==> src/rtl/spi_pkg.sv <==
// rtl/spi_pkg.sv - shared types and constants for the SPI master
// Contents: SPI_WIDTH (bits per transfer), BIT_CNT_W (falling-edge counter
// width, holds 0..SPI_WIDTH), state_t (IDLE, SETUP, XFER, HOLD).
package spi_pkg;

    localparam int SPI_WIDTH = 8;
    localparam int BIT_CNT_W = $clog2(SPI_WIDTH + 1);

    typedef enum logic [1:0] {
        IDLE  = 2'd0,
        SETUP = 2'd1,
        XFER  = 2'd2,
        HOLD  = 2'd3
    } state_t;

endpackage

==> src/rtl/spi_master_if.sv <==
// rtl/spi_master_if.sv - host handshake and SPI pin bundle
// Signals: start/din (host request), dout/busy/done (host status),
// sck/ss/mosi (SPI outputs), miso (SPI input).
// Modports: slave = the SPI master block itself, master = host/driver side.
interface spi_master_if;
    import spi_pkg::*;

    logic                 start;
    logic [SPI_WIDTH-1:0] din;
    logic [SPI_WIDTH-1:0] dout;
    logic                 busy;
    logic                 done;
    logic                 sck;
    logic                 ss;
    logic                 mosi;
    logic                 miso;

    modport slave (
        input  start, din, miso,
        output dout, busy, done, sck, ss, mosi
    );

    modport master (
        output start, din, miso,
        input  dout, busy, done, sck, ss, mosi
    );

endinterface

==> src/rtl/spi_clk_div.sv <==
// rtl/spi_clk_div.sv - sck half-period tick generator
// Ports: clk, rst (sync, active-high), en (count enable),
// tick (one-cycle pulse every CLK_DIV enabled cycles).
module spi_clk_div #(
    parameter int CLK_DIV = 4
) (
    input  logic clk,
    input  logic rst,
    input  logic en,
    output logic tick
);

    localparam int                CNT_W  = $clog2(CLK_DIV);
    localparam logic [CNT_W-1:0]  RELOAD = CNT_W'(CLK_DIV - 1);

    logic [CNT_W-1:0] cnt_q;
    logic [CNT_W-1:0] cnt_d;

    // Disabled means parked at the reload value, so the first enabled cycle
    // starts a full half-period. Every tick reloads, which lines the reload
    // up with each sck transition and each state change of the master.
    always_comb begin
        tick  = 1'b0;
        cnt_d = cnt_q;
        if (!en) begin
            cnt_d = RELOAD;
        end else if (cnt_q == '0) begin
            tick  = 1'b1;
            cnt_d = RELOAD;
        end else begin
            cnt_d = cnt_q - 1'b1;
        end
    end

    always_ff @(posedge clk) begin
        if (rst) begin
            cnt_q <= '0;
        end else begin
            cnt_q <= cnt_d;
        end
    end

endmodule

==> src/rtl/spi_master.sv <==
// rtl/spi_master.sv - SPI mode-0 master, one SPI_WIDTH-bit transfer per start
// Ports: clk, rst (sync, active-high), bus (spi_master_if.slave):
// start/din in, dout/busy/done out, sck/ss/mosi out, miso in.
// Transfer timeline: SETUP (CLK_DIV), XFER (16*CLK_DIV), HOLD (CLK_DIV),
// then done in the first IDLE cycle.
module spi_master import spi_pkg::*; #(
    parameter int CLK_DIV = 4
) (
    input  logic         clk,
    input  logic         rst,
    spi_master_if.slave  bus
);

    localparam logic [BIT_CNT_W-1:0] LAST_FALL = BIT_CNT_W'(SPI_WIDTH - 1);
    localparam logic [BIT_CNT_W-1:0] ALL_FALLS = BIT_CNT_W'(SPI_WIDTH);

    state_t                 state_q, state_d;
    logic [BIT_CNT_W-1:0]   bit_cnt_q, bit_cnt_d;
    logic [SPI_WIDTH-1:0]   tx_q, tx_d;
    logic [SPI_WIDTH-1:0]   rx_q, rx_d;
    logic [SPI_WIDTH-1:0]   dout_q, dout_d;
    logic                   sck_q, sck_d;
    logic                   ss_q, ss_d;
    logic                   mosi_q, mosi_d;
    logic                   busy_q, busy_d;
    logic                   done_q, done_d;
    logic                   tick;

    spi_clk_div #(.CLK_DIV(CLK_DIV)) u_clk_div (
        .clk  (clk),
        .rst  (rst),
        .en   (state_q != IDLE),
        .tick (tick)
    );

    always_comb begin
        state_d   = state_q;
        bit_cnt_d = bit_cnt_q;
        tx_d      = tx_q;
        rx_d      = rx_q;
        dout_d    = dout_q;
        sck_d     = sck_q;
        mosi_d    = mosi_q;
        done_d    = 1'b0;

        case (state_q)
            IDLE: begin
                // Only IDLE looks at start, so start is ignored while busy.
                if (bus.start) begin
                    tx_d      = bus.din;
                    mosi_d    = bus.din[SPI_WIDTH-1];
                    rx_d      = '0;
                    bit_cnt_d = '0;
                    state_d   = SETUP;
                end
            end
            SETUP: begin
                if (tick) begin
                    state_d = XFER;
                    sck_d   = 1'b1;
                    rx_d    = {rx_q[SPI_WIDTH-2:0], bus.miso};
                end
            end
            XFER: begin
                if (tick) begin
                    if (sck_q) begin
                        // Falling edge: advance mosi except after the last bit.
                        sck_d     = 1'b0;
                        bit_cnt_d = bit_cnt_q + 1'b1;
                        if (bit_cnt_q != LAST_FALL) begin
                            tx_d   = tx_q << 1;
                            mosi_d = tx_q[SPI_WIDTH-2];
                        end
                    end else if (bit_cnt_q == ALL_FALLS) begin
                        // Last low phase has run its full length.
                        state_d = HOLD;
                    end else begin
                        sck_d = 1'b1;
                        rx_d  = {rx_q[SPI_WIDTH-2:0], bus.miso};
                    end
                end
            end
            HOLD: begin
                if (tick) begin
                    state_d = IDLE;
                    done_d  = 1'b1;
                    dout_d  = rx_q;
                    mosi_d  = 1'b0;
                end
            end
            default: begin
                state_d = IDLE;
            end
        endcase

        // Registered outputs follow the next state so they change together
        // with it.
        ss_d   = (state_d == IDLE);
        busy_d = (state_d != IDLE);
    end

    always_ff @(posedge clk) begin
        if (rst) begin
            state_q   <= IDLE;
            bit_cnt_q <= '0;
            tx_q      <= '0;
            rx_q      <= '0;
            dout_q    <= '0;
            sck_q     <= 1'b0;
            ss_q      <= 1'b1;
            mosi_q    <= 1'b0;
            busy_q    <= 1'b0;
            done_q    <= 1'b0;
        end else begin
            state_q   <= state_d;
            bit_cnt_q <= bit_cnt_d;
            tx_q      <= tx_d;
            rx_q      <= rx_d;
            dout_q    <= dout_d;
            sck_q     <= sck_d;
            ss_q      <= ss_d;
            mosi_q    <= mosi_d;
            busy_q    <= busy_d;
            done_q    <= done_d;
        end
    end

    assign bus.dout = dout_q;
    assign bus.busy = busy_q;
    assign bus.done = done_q;
    assign bus.sck  = sck_q;
    assign bus.ss   = ss_q;
    assign bus.mosi = mosi_q;

endmodule

==> src/flat_wrapper.sv <==
// flat-port wrapper written by rule: the top's interface ports become plain ports
module spi_master_flat import spi_pkg::*;
#(
    parameter int CLK_DIV = 4
)
  (clk, rst, bus_start, bus_din, bus_miso, bus_dout, bus_busy, bus_done, bus_sck, bus_ss, bus_mosi);
  spi_master_if bus_i ();
  input  logic clk;
  input  logic rst;
  input wire logic [$bits(bus_i.start)-1:0] bus_start;
  input wire logic [$bits(bus_i.din)-1:0] bus_din;
  input wire logic [$bits(bus_i.miso)-1:0] bus_miso;
  output wire logic [$bits(bus_i.dout)-1:0] bus_dout;
  output wire logic [$bits(bus_i.busy)-1:0] bus_busy;
  output wire logic [$bits(bus_i.done)-1:0] bus_done;
  output wire logic [$bits(bus_i.sck)-1:0] bus_sck;
  output wire logic [$bits(bus_i.ss)-1:0] bus_ss;
  output wire logic [$bits(bus_i.mosi)-1:0] bus_mosi;
  assign bus_i.start = bus_start;
  assign bus_i.din = bus_din;
  assign bus_i.miso = bus_miso;
  assign bus_dout = bus_i.dout;
  assign bus_busy = bus_i.busy;
  assign bus_done = bus_i.done;
  assign bus_sck = bus_i.sck;
  assign bus_ss = bus_i.ss;
  assign bus_mosi = bus_i.mosi;
  spi_master #(.CLK_DIV(CLK_DIV)) u_core (.clk(clk), .rst(rst), .bus(bus_i));
endmodule
==> config.mk <==
export PLATFORM = sky130hd
export DESIGN_NAME = spi_master_flat
export DESIGN_NICKNAME = d
export VERILOG_FILES = /design/src/rtl/spi_pkg.sv /design/src/rtl/spi_master_if.sv /design/src/rtl/spi_clk_div.sv /design/src/rtl/spi_master.sv /design/src/flat_wrapper.sv
export SDC_FILE = /design/constraint.sdc
export NUM_CORES = 1
export LEC_CHECK = 0
export CORE_AREA = 2 2 68 70
export DETAILED_ROUTE_END_ITERATION = 16
export DIE_AREA = 0 0 70 72
export GPL_TIMING_DRIVEN = 0
export SYNTH_ARGS = -nofsm -noshare
export SYNTH_HDL_FRONTEND = slang
export SYNTH_HIERARCHICAL = 1
export SYNTH_SLANG_ARGS = --single-unit
==> constraint.sdc <==
create_clock -name clk -period 2.8 [get_ports clk]
set_clock_uncertainty 0.05 [all_clocks]
set_input_delay 0.42 -clock clk [delete_from_list [all_inputs] [get_ports clk]]
set_output_delay 0.42 -clock clk [all_outputs]
set_load 0.01 [all_outputs]
**Word level (Yosys, flattened, before mapping)**

Index checks and enable logic that the tools add are counted.

- Bitwise gates (word level): 1
- Magnitude comparators: 0
- Muxes and demuxes: 38
- Multiply operators: 0
- Reductions and logical operators: 16
- Eq/ne operators: 13
- Add/subtract/negate cells: 2
- Shifts and indexed selects: 0
- Divide/modulo/power cells: 0

Operators with widths:

| kind | number |
|---|---|
| $mux 8 | 5 |
| $mux 7 | 4 |
| $pmux 8 s3 | 1 |
| $mux 2 | 8 |
| $pmux 7 s2 | 1 |
| $mux 1 | 12 |
| $mux 4 | 3 |
| $reduce_and 6->1 | 2 |
| $ne 2x1->1 const B | 5 |
| $pmux 2 s4 | 1 |
| $pmux 4 s2 | 1 |
| $reduce_bool 2->1 | 4 |
| $logic_not 2->1 | 3 |
| $ne 2x2->1 const B | 3 |
| $reduce_bool 3->1 | 2 |
| $reduce_and 5->1 | 1 |
| $add 4x1->4 const B | 1 |
| $eq 2x2->1 const B | 2 |
| $eq 4x4->1 const B | 1 |
| $ne 4x3->1 const B | 1 |
| $reduce_and 4->1 | 1 |
| $pmux 1 s3 | 1 |
| $reduce_and 3->1 | 1 |
| $eq 2x1->1 const B | 1 |
| 5 further kinds | 5 |

- Bits of input ports: 12
- Memories kept: 0
- Logic and storage cells: 81
- Latch bits: 0
- Memory bits (writable): 0
- Bits in read-only memories: 0
- Register bits after elaboration: 36
- Output and inout port bits: 13

**Logic depth before layout (Yosys ltp)**

Gate-level depths: netlist of run 1.

- Depth in word-level cells: 6
- Depth in mapped cells: 9
- Depth with buffers taken out: 8

**Cells and area by module**

The synthesis of run 1 kept the hierarchy.

Modules (own cells, without submodules):

| module | cells an instance | area each (µm²) | times used | sequential area each (µm²) |
|---|---|---|---|---|
| spi_master | 173 | 1,565.3 | 1 | 680.7 |
| spi_clk_div | 8 | 76.3 | 1 | 40.0 |

**Least setup slack after synthesis of run 1**

OpenSTA, ideal clock, no wires.

- Kind: reg-to-reg
- Start point: reg u_core.state_q[1]
- End point: reg u_core.tx_q[2]
- Data arrival time: 1.833 ns
- Path slack: 0.838 ns
- Cell stages (with the launch flop): 10
- Buffers on the path: 1
- Library setup time: 0.079 ns
- Required time: 2.671 ns
- Clock period less this slack: 1.962 ns
- Path through: dfxtp_1 inv_1 ha_1 inv_1 and2_1 a21boi_1 nor4_4 buf_6 nor2_1 a211oi_2

- Word-level cells in the longest chain between the ends: 4
- Elaborated cells on any way between the ends: 11
- Classes of those cells: 5 x eq/ne; 2 x mux; 4 x reduce/logical

RTL lines:

| element | line | RTL |
|---|---|---|
| start: declaration | spi_master.sv:17 | `state_t state_q, state_d;` |
| start signal: assignment | spi_master.sv:115 | `state_q <= state_d;` |
| $reduce_bool 2->1 | spi_master.sv:32 | `.en (state_q != IDLE),` |
| $mux 1 | spi_clk_div.sv:25 | `if (!en) begin` |
| named net u_core.tick | spi_master.sv:27 | `logic tick;` |
| $ne 2x1->1 (no line) | -- |  |
| $reduce_and 5->1 (no line) | -- |  |
| end signal: assignment | spi_master.sv:117 | `tx_q <= tx_d;` |
| end: declaration | spi_master.sv:19 | `logic [SPI_WIDTH-1:0] tx_q, tx_d;` |

The timed path passes the listed nets, and every way through them passes these cells.
A chain may end at the register's enable or synchronous reset.

**Final worst setup path of run 1**

Same ends and word-level chain as after synthesis.

==> impl_metrics.tcl, run 1 <==
set metrics [dict create \
    status "complete, no violations" \
    postRouteAntennaNets 0 \
    endpoint_kind "flip-flop" \
    path_clk_slew_ns 0.07 \
    rr_startpoint "u_core/state_q[1]" \
    hold_slack_ns 0.379 \
    required_ns 2.95 \
    drc_errors 0 \
    fin_crit_sh_pct 81.8 \
    io_pins 25 \
    vias 1408 \
    grtUsageTotal_pct 14.0 \
    syn_area_per_cell_um2 9.07 \
    insertedDiodeCount 0 \
    cts_tree "built" \
    postCtsSetupBuffers 0 \
    dieArea_mm2 0.00504 \
    wl_per_cell_um 12.6 \
    critical_path_class "flip-flop to flip-flop" \
    start_kind "flip-flop" \
    startpoint "u_core/state_q[1]" \
    max_slew.worst_pin.slew_ns 0.625 \
    regArea_um2 721 \
    grt_pass1_wl_um 5770 \
    portBuffers 24 \
    multi_input_area_um2 823 \
    final_cells 265 \
    reg2reg_to "u_core/tx_q[2]" \
    n_fill_cell 434 \
    gp_congestion 0.819 \
    antenna_found_initial 0 \
    timing.setup.tns_ns 0 \
    holdBufCountCts 0 \
    ys_types 39 \
    final_max_slew_viol_count 0 \
    async_reset_ff_share_pct 0 \
    cts-root-buf "clkbuf_8" \
    final.min_clock_period_ns 2.29 \
    fin_util_pct 48.3 \
    grt_max_degree 13 \
    clkLatencyLatePin_ns 0.28 \
    synthFlopType "dfxtp_1" \
    cp.arrival_ns 2.44 \
    p_leak_uw 0.000730 \
    synth_seq_area_share_pct 43.9 \
    drt_pass1_iterations 4 \
    via_per_inst 5.31 \
    powerDensity_mw_per_mm2 935 \
    synth_fp_nets 200 \
    area_growth_pct 25.4 \
    die_width_um 70 \
    rows 24 \
    drive_above_1_share_pct 7.98 \
    hold_path.class "flip-flop to flip-flop" \
    hold_violations 0 \
    fmax_ghz 0.436 \
    pre_cts_slack_ns 0.500 \
    synth_warnings 6 \
    wl_um 3330 \
    syn_area_mm2 0.00164 \
    hpwl_um 2400 \
    drt_iter0_drc 50 \
    worst_slack_ns 0.508 \
    clock_path_buffers 2 \
    setup_viol 0 \
    synth_cells 181 \
    synth_edf_count 0 \
    grt_pass1_vias 1251 \
    tritoncts_num_sinks 36 \
    cts_resized 0 \
    dieHeight_um 72 \
    nets 231 \
    vdd_ir_drop_max_uv 377 \
    crit_end "u_core/tx_q[2]" \
    ys_ff_latch 36 \
    drv_cap 0 \
    overflow 0 \
    ff2ff_setup_slack_ns 0.51 \
    dp.cells 257 \
    cts_buffers 5 \
    fp.coreArea_mm2 0.00426 \
    cp_max_fo 10 \
    ctsHtreeMaxLevel 2 \
    maxSlewHeadroom_pct 58.4 \
    reg2regPathDepth 9 \
    initial_core_util_pct 38.5 \
    rsz0062_at_grt "no" \
]
-- power breakdown --
| part | internal [uW] | switching, uW | total (uW) |
|---|---|---|---|
| clock | 263 | 187 | 451 |
| sequential | 605 | 51.2 | 656 |
| combinational | 340 | 476 | 816 |
| total | 1210 | 715 | 1920 |
-- through the flow --
stage          instance area (um^2)  total power [uW]
6_report                       2060              1920
2_1_floorplan                  1640              1280
4_1_cts                        2060              1940
3_3_place_gp                   1950              1480
3_5_place_dp                   1950              1480
5_1_grt                        2060              2060
-- critical path, stage by stage (launching register included) --
cell      delay, ns
dfxtp_1        0.40
inv_1          0.08
ha_1           0.25
inv_1          0.12
and2_1         0.27
a21boi_1       0.21
nor4_4         0.40
buf_6          0.20
nor2_1         0.05
a211oi_2       0.18
-- cells in the final DEF (no fill, tap or decap), types with 5 or more instances in the layout --
| cell | instances |
|---|---|
| dfxtp_1 | 36 |
| a21oi_1 | 21 |
| clkbuf_8 | 5 |
| inv_1 | 10 |
| nand2_1 | 11 |
| nand3_1 | 10 |
| mux2i_1 | 6 |
| o21ai_0 | 9 |
| clkdlybuf4s50_1 | 24 |
| nand4_1 | 9 |
| nor2_1 | 14 |
| clkbuf_1 | 6 |
| ha_1 | 7 |
-- how the worst min path moves through the flow --
stage / start / endpoint / slack (ns) / cells after the start
after floorplan: u_core/u_clk_div/cnt_q[0] / u_core/u_clk_div/cnt_q[0] / 0.35 / 1
after detailed placement: u_core/u_clk_div/cnt_q[0] / u_core/u_clk_div/cnt_q[0] / 0.38 / 1
after CTS: u_core/u_clk_div/cnt_q[0] / u_core/u_clk_div/cnt_q[0] / 0.39 / 1
final: u_core/u_clk_div/cnt_q[0] / u_core/u_clk_div/cnt_q[0] / 0.38 / 1
after global placement: u_core/u_clk_div/cnt_q[0] / u_core/u_clk_div/cnt_q[0] / 0.37 / 1
after global routing: u_core/u_clk_div/cnt_q[0] / u_core/u_clk_div/cnt_q[0] / 0.42 / 1
-- flip-flops by register name (all words and copies together) (netlist names) --
name,cells
u_core/bit_cnt_q,4
u_core/bus.busy,1
u_core/bus.done,1
u_core/bus.dout,8
u_core/bus.mosi,1
u_core/bus.sck,1
u_core/bus.ss,1
u_core/rx_q,8
u_core/state_q,2
u_core/tx_q,7
u_core/u_clk_div/cnt_q,2
-- layout make-up --
class	count	share of cell area, %
clock inverters	3	2.07
inverters	10	1.82
clock buffers	5	3.34
repair buffers	24	11.7
multi-input cells	125	40.0
plain buffers	10	2.92
flip-flops and latches	36	35.0
well taps	52	3.16
-- routing by layer --
| metal | GRT usage (%) | share of wire (%) | routed length, um |
|---|---|---|---|
| met1 | 19.0 | 49 | 1620 |
| met2 | 21.6 | 46 | 1530 |
| met3 | 3.47 | 4.1 | 136 |
| met4 | 5.13 | 1.3 | 42 |
| met5 | 0 | 0 | 0 |
-- Yosys cell counts, types with 2 or more instances --
master / number / area (um^2)
dfxtp_1: 36 / 721
a21oi_1: 21 / 105
nor2_1: 14 / 52.6
nand2_1: 11 / 41.3
inv_1: 10 / 37.5
nand3_1: 10 / 50.1
nand4_1: 9 / 56.3
o21ai_0: 9 / 45.0
ha_1: 7 / 87.6
clkbuf_1: 6 / 22.5
mux2i_1: 6 / 60.1
a211oi_1: 3 / 22.5
a211oi_2: 3 / 37.5
buf_6: 3 / 33.8
nand2b_1: 3 / 18.8
xnor2_1: 3 / 26.3
and2_1: 2 / 12.5
nor2b_1: 2 / 12.5
nor3_1: 2 / 10.0
o21a_1: 2 / 15.0
-- cell families after synthesis --
logic type / synth area share, %
buffers and inverters: 5.94
and+or+nand+nor: 20.0
adders and majority gates: 5.34
muxes: 3.66
xor gates and xnor gates: 1.60
AOI/OAI and AO/OA: 19.5
DFF: 43.9
Power figures use the tool's default switching activity.
==> inputs of run 2 (changes only) <==
- clock period: 2.8 -> 2.17 ns (I/O delays scaled with it)
==> run 2 against run 1 <==
  * Fmax grew 16%
  * First-iteration DRC count shrank 26%
  * Sequential power grew 29%
  * Sequential share of layout area shrank 0.21 points
  * Non-clock buffer count grew 1
  * Core utilization grew 0.38 points
  * Critical path depth is the same
  * Cell count grew 0.38%
  * Combinational power grew 35%
  * Register-to-register slack lost 0.32 ns
  * Clock power grew 29%
  * Total power grew 32%
  * Highest routed layer unchanged
==> impl_metrics.tcl, run 2 (same netlist as run 1, synthesis figures left out) <==
set metrics [dict create \
    status "complete, no violations" \
    drc_errors 0 \
    drt_iter0_drc 37 \
    grt_pass1_vias 1257 \
    wl_um 3330 \
    cts_buffers 5 \
    cts_tree "built" \
    clock_path_buffers 2 \
    required_ns 2.32 \
    initial_core_util_pct 38.5 \
    hpwl_um 2400 \
    maxSlewHeadroom_pct 58.9 \
    grtUsageTotal_pct 14.0 \
    hold_violations 0 \
    grt_util_met3_pct 3.47 \
    vdd_ir_drop_max_uv 487 \
    cp.arrival_ns 2.14 \
    die_width_um 70 \
    endpoint_kind "flip-flop" \
    n_fill_cell 436 \
    grt_use_met2_pct 22.1 \
    nets 232 \
    layout_commonest_cell "dfxtp_1" \
    drt_pass1_iterations 4 \
    tritoncts_num_sinks 36 \
    final_max_slew_viol_count 0 \
    final.min_clock_period_ns 1.98 \
    worst_slack_ns 0.188 \
    busiest_layer "met2" \
    area_growth_pct 26.4 \
    insertedDiodeCount 0 \
    rsz0062_at_grt "no" \
    grt_pass1_wl_um 5780 \
    wl_per_cell_um 12.5 \
    powerDensity_mw_per_mm2 1220 \
    holdBufCountCts 0 \
    drv_cap 0 \
    setup_viol 0 \
    dieArea_mm2 0.00504 \
    via_per_inst 5.21 \
    final_cells 266 \
    io_pins 25 \
    cp_max_fo 10 \
    vias 1387 \
    final_cell_mix "dfxtp_1, clkdlybuf4s50_1, a21oi_1" \
    dieHeight_um 72 \
    p_leak_uw 0.000738 \
    fmax_ghz 0.505 \
    grt_max_degree 13 \
    drive_above_1_share_pct 10.7 \
    rows 24 \
    critical_path_class "flip-flop to flip-flop" \
    cts-root-buf "clkbuf_8" \
    clkLatencyLatePin_ns 0.28 \
    antenna_found_initial 0 \
    use_met1_pct 18.7 \
    portBuffers 24 \
    start_kind "flip-flop" \
    overflow 0 \
    path_clk_slew_ns 0.07 \
    fin_crit_sh_pct 91.3 \
    gp_congestion 0.819 \
    hold_path.class "flip-flop to flip-flop" \
    timing.setup.tns_ns 0 \
    dp.cells 257 \
    ctsHtreeMaxLevel 2 \
    fp.coreArea_mm2 0.00426 \
    postRouteAntennaNets 0 \
    max_slew.worst_pin.slew_ns 0.617 \
    pre_cts_slack_ns -0.130 \
]
## run 2: cell type report
cell class / count / area (um^2) / share of cell area (%)
plain buffers: 10 / 61.3 / 2.96
clock buffers: 5 / 68.8 / 3.32
clock inverters: 3 / 42.5 / 2.05
inverters: 10 / 37.5 / 1.81
multi-input cells: 125 / 830 / 40.0
flip-flops and latches: 36 / 722 / 34.8
well taps: 52 / 65.1 / 3.14
repair buffers: 25 / 248 / 11.9
## run 2: report_power, final
part | leakage [uW] | internal [uW] | switching (uW)
logic | 0.000390 | 472 | 627
clock network | 0.0000541 | 340 | 243
registers | 0.000294 | 783 | 66.6
total | 0.000738 | 1590 | 936
## run 2: worst max-delay path, cell delays in order, from the launching register on
cell      delay, ns
dfxtp_1        0.36
inv_1          0.09
ha_1           0.28
inv_2          0.10
and2_4         0.19
a21boi_2       0.11
nor4_4         0.30
buf_6          0.19
nor2_1         0.05
a211oi_2       0.18
## run 2: metrics by stage
| stage | hold slack (ns) | power (uW) | util [%] | area (um^2) |
|---|---|---|---|---|
| global route | 0.418 | 2710 | 48.7 | 2070 |
| floorplan | 0.345 | 1660 | - | 1640 |
| global placement | 0.370 | 1910 | 45.7 | 1950 |
| finish | 0.379 | 2530 | 48.7 | 2070 |
| CTS | 0.388 | 2540 | 48.6 | 2070 |
| detailed placement | 0.377 | 1920 | 45.7 | 1950 |
## run 2: worst paths after layout
check	startpoint	slack (ns)	cells past startpoint	to
worst max-delay path	u_core/state_q[0]	0.19	9	u_core/tx_q[2]
worst min-delay path	u_core/u_clk_div/cnt_q[0]	0.38	1	u_core/u_clk_div/cnt_q[0]
worst max register to register	u_core/state_q[0]	0.19	9	u_core/tx_q[2]
worst min register to register	u_core/u_clk_div/cnt_q[0]	0.38	1	u_core/u_clk_div/cnt_q[0]
## run 2: timing repair
item                       4_1_cts  5_1_grt
pin swaps                        1        2
gates resized for setup          3        4
setup endpoints to repair       15       15
buffers inserted                 1        0
## run 2: layer usage
| metal | part of all wire, % | vias up |
|---|---|---|
| li1 | - | 710 |
| met1 | 48 | 650 |
| met2 | 47 | 22 |
| met3 | 3.3 | 5 |
| met4 | 1.2 | 0 |
| met5 | 0 | - |
==> inputs of run 3 (changes only) <==
- CORE_AREA: 2 2 68 70 -> 2 2 73 75
- DIE_AREA: 0 0 70 72 -> 0 0 75 77
==> run 3 against run 2 <==
  * Total power barely moved
  * Register-to-register slack about the same
  * Via count decreased by 1.1%
  * Cell count increased by 6.8%
  * Die area rose by 15%
  * First-iteration DRC count is 68% higher
  * Sequential share of layout area down 0.37 points
  * Clock-buffer cell count stayed put
  * Critical path depth unchanged
  * Sequential power barely moved
  * Routed wire length rose by 2.8%
  * Hold slack better by 0.00075 ns
  * Largest cell class unchanged
==> impl_metrics.tcl, run 3 (same netlist as run 1, synthesis figures left out) <==
set metrics [dict create \
    drc_errors 0 \
    fp.coreArea_mm2 0.00498 \
    gp_congestion 0.851 \
    hold_violations 0 \
    antenna_found_initial 0 \
    top_layer "met4" \
    ff2ff_setup_slack_ns 0.19 \
    vias 1372 \
    die_width_um 75 \
    dr_wl_met2_um 1540 \
    postRouteAntennaNets 0 \
    drt_pass1_iterations 4 \
    portBuffers 24 \
    place_area_mm2 0.00197 \
    crit_slowest_cell "dfxtp_1" \
    start_kind "flip-flop" \
    grtUsageTotal_pct 13.2 \
    crit_top_cell "inv_1" \
    nets 232 \
    tritoncts_num_sinks 36 \
    cts_tree "built" \
    vdd_ir_drop_max_uv 367 \
    path_clk_slew_ns 0.07 \
    dieArea_mm2 0.00578 \
    clkLatencyLatePin_ns 0.29 \
    drive_above_1_share_pct 10.3 \
    maxSlewHeadroom_pct 59.1 \
    dieHeight_um 77 \
    rows 26 \
    max_slew.worst_pin.slew_ns 0.613 \
    powerDensity_mw_per_mm2 1210 \
    grt_pass1_vias 1315 \
    cp_max_fo 7 \
    overflow 0 \
    cp.arrival_ns 2.13 \
    final.min_clock_period_ns 1.98 \
    critical_path_class "flip-flop to flip-flop" \
    wl_met3_um 127 \
    p_total_uw 2530 \
    fmax_ghz 0.506 \
    setup_viol 0 \
    design_area_mm2 0.00210 \
    final_cell_mix "dfxtp_1, clkdlybuf4s50_1, a21oi_1" \
    path_cells "inv_1, ha_1, inv_1, and2_4, a21boi_2, nor4_4, buf_4, nor2_1, a211oi_1" \
    initial_core_util_pct 33.0 \
    rsz0062_at_grt "no" \
    fin_crit_sh_pct 91.1 \
    endpoint_kind "flip-flop" \
    p_leak_uw 0.000740 \
    critical_path.max_stage_delay_ns 0.35 \
    drt_iter0_drc 62 \
    drv_cap 0 \
    path_buf_inv 3 \
    holdBufCountCts 0 \
    cts-root-buf "clkbuf_8" \
    n_fill_cell 533 \
    final_max_slew_viol_count 0 \
    wl_met1_um 1700 \
    area_growth_pct 27.7 \
    layout_commonest_cell "dfxtp_1" \
    via_per_inst 4.83 \
    status "complete, no violations" \
    cp_top_family "simple AND/OR/NAND/NOR gates" \
    grt_pass1_wl_um 5930 \
    wl_um 3430 \
    hold_path.class "flip-flop to flip-flop" \
    wl_per_cell_um 12.1 \
    hpwl_um 2390 \
    required_ns 2.33 \
    timing.setup.tns_ns 0 \
    cts_buffers 5 \
    insertedDiodeCount 0 \
    ctsHtreeMaxLevel 2 \
    grt_max_degree 13 \
    clock_path_buffers 2 \
    io_pins 25 \
]
run 3: cell counts in the layout (fill, tap and decap cells not counted):
Identical to the previous run, type by type.
run 3: repair_timing:
action	in CTS	in global routing
buffers inserted	1	0
gates cloned	0	0
pin swaps	1	1
gates resized for setup	3	3
endpoints found under the setup margin	15	17
run 3: metal layers:
| layer | vias to the layer above | GRT usage [%] |
|---|---|---|
| li1 | 712 | - |
| met1 | 630 | 16.8 |
| met2 | 22 | 20.7 |
| met3 | 8 | 3.94 |
| met4 | 0 | 4.82 |
| met5 | - | 0 |
run 3: per-stage QoR:
| stage | util, % | hold WS (ns) | cells | worst slack [ns] |
|---|---|---|---|---|
| 6_report | 42.1 | 0.379 | 284 | 0.194 |
| 3_3_place_gp | 39.6 | 0.371 | 275 | -0.122 |
| 2_1_floorplan | - | 0.345 | 181 | 0.208 |
| 3_5_place_dp | 39.6 | 0.373 | 275 | -0.120 |
| 5_1_grt | 42.1 | 0.422 | 284 | 0.0235 |
| 4_1_cts | 42.1 | 0.384 | 284 | 0.0465 |
run 3: path summary, 6_finish.rpt:
path / cells past startpoint / end / from
setup / recovery: 9 / u_core/tx_q[4] / u_core/state_q[0]
hold / removal: 1 / u_core/u_clk_div/cnt_q[0] / u_core/u_clk_div/cnt_q[0]
setup reg to reg: 9 / u_core/tx_q[4] / u_core/state_q[0]
hold reg to reg: 1 / u_core/u_clk_div/cnt_q[0] / u_core/u_clk_div/cnt_q[0]
run 3: area by class of cell:
type,instances,area (um^2),area share (%)
multi-input cells,125,830,39.6
flip-flops and latches,36,722,34.4
repair buffers,25,248,11.8
well taps,70,87.6,4.18
clock buffers,5,68.8,3.28
plain buffers,10,61.3,2.92
clock inverters,3,42.5,2.03
inverters,10,37.5,1.79
run 3: power by group:
part,total [uW],internal [uW],switching [uW]
Sequential,850,783,67.1
Clock,589,340,249
Combinational,1090,468,623
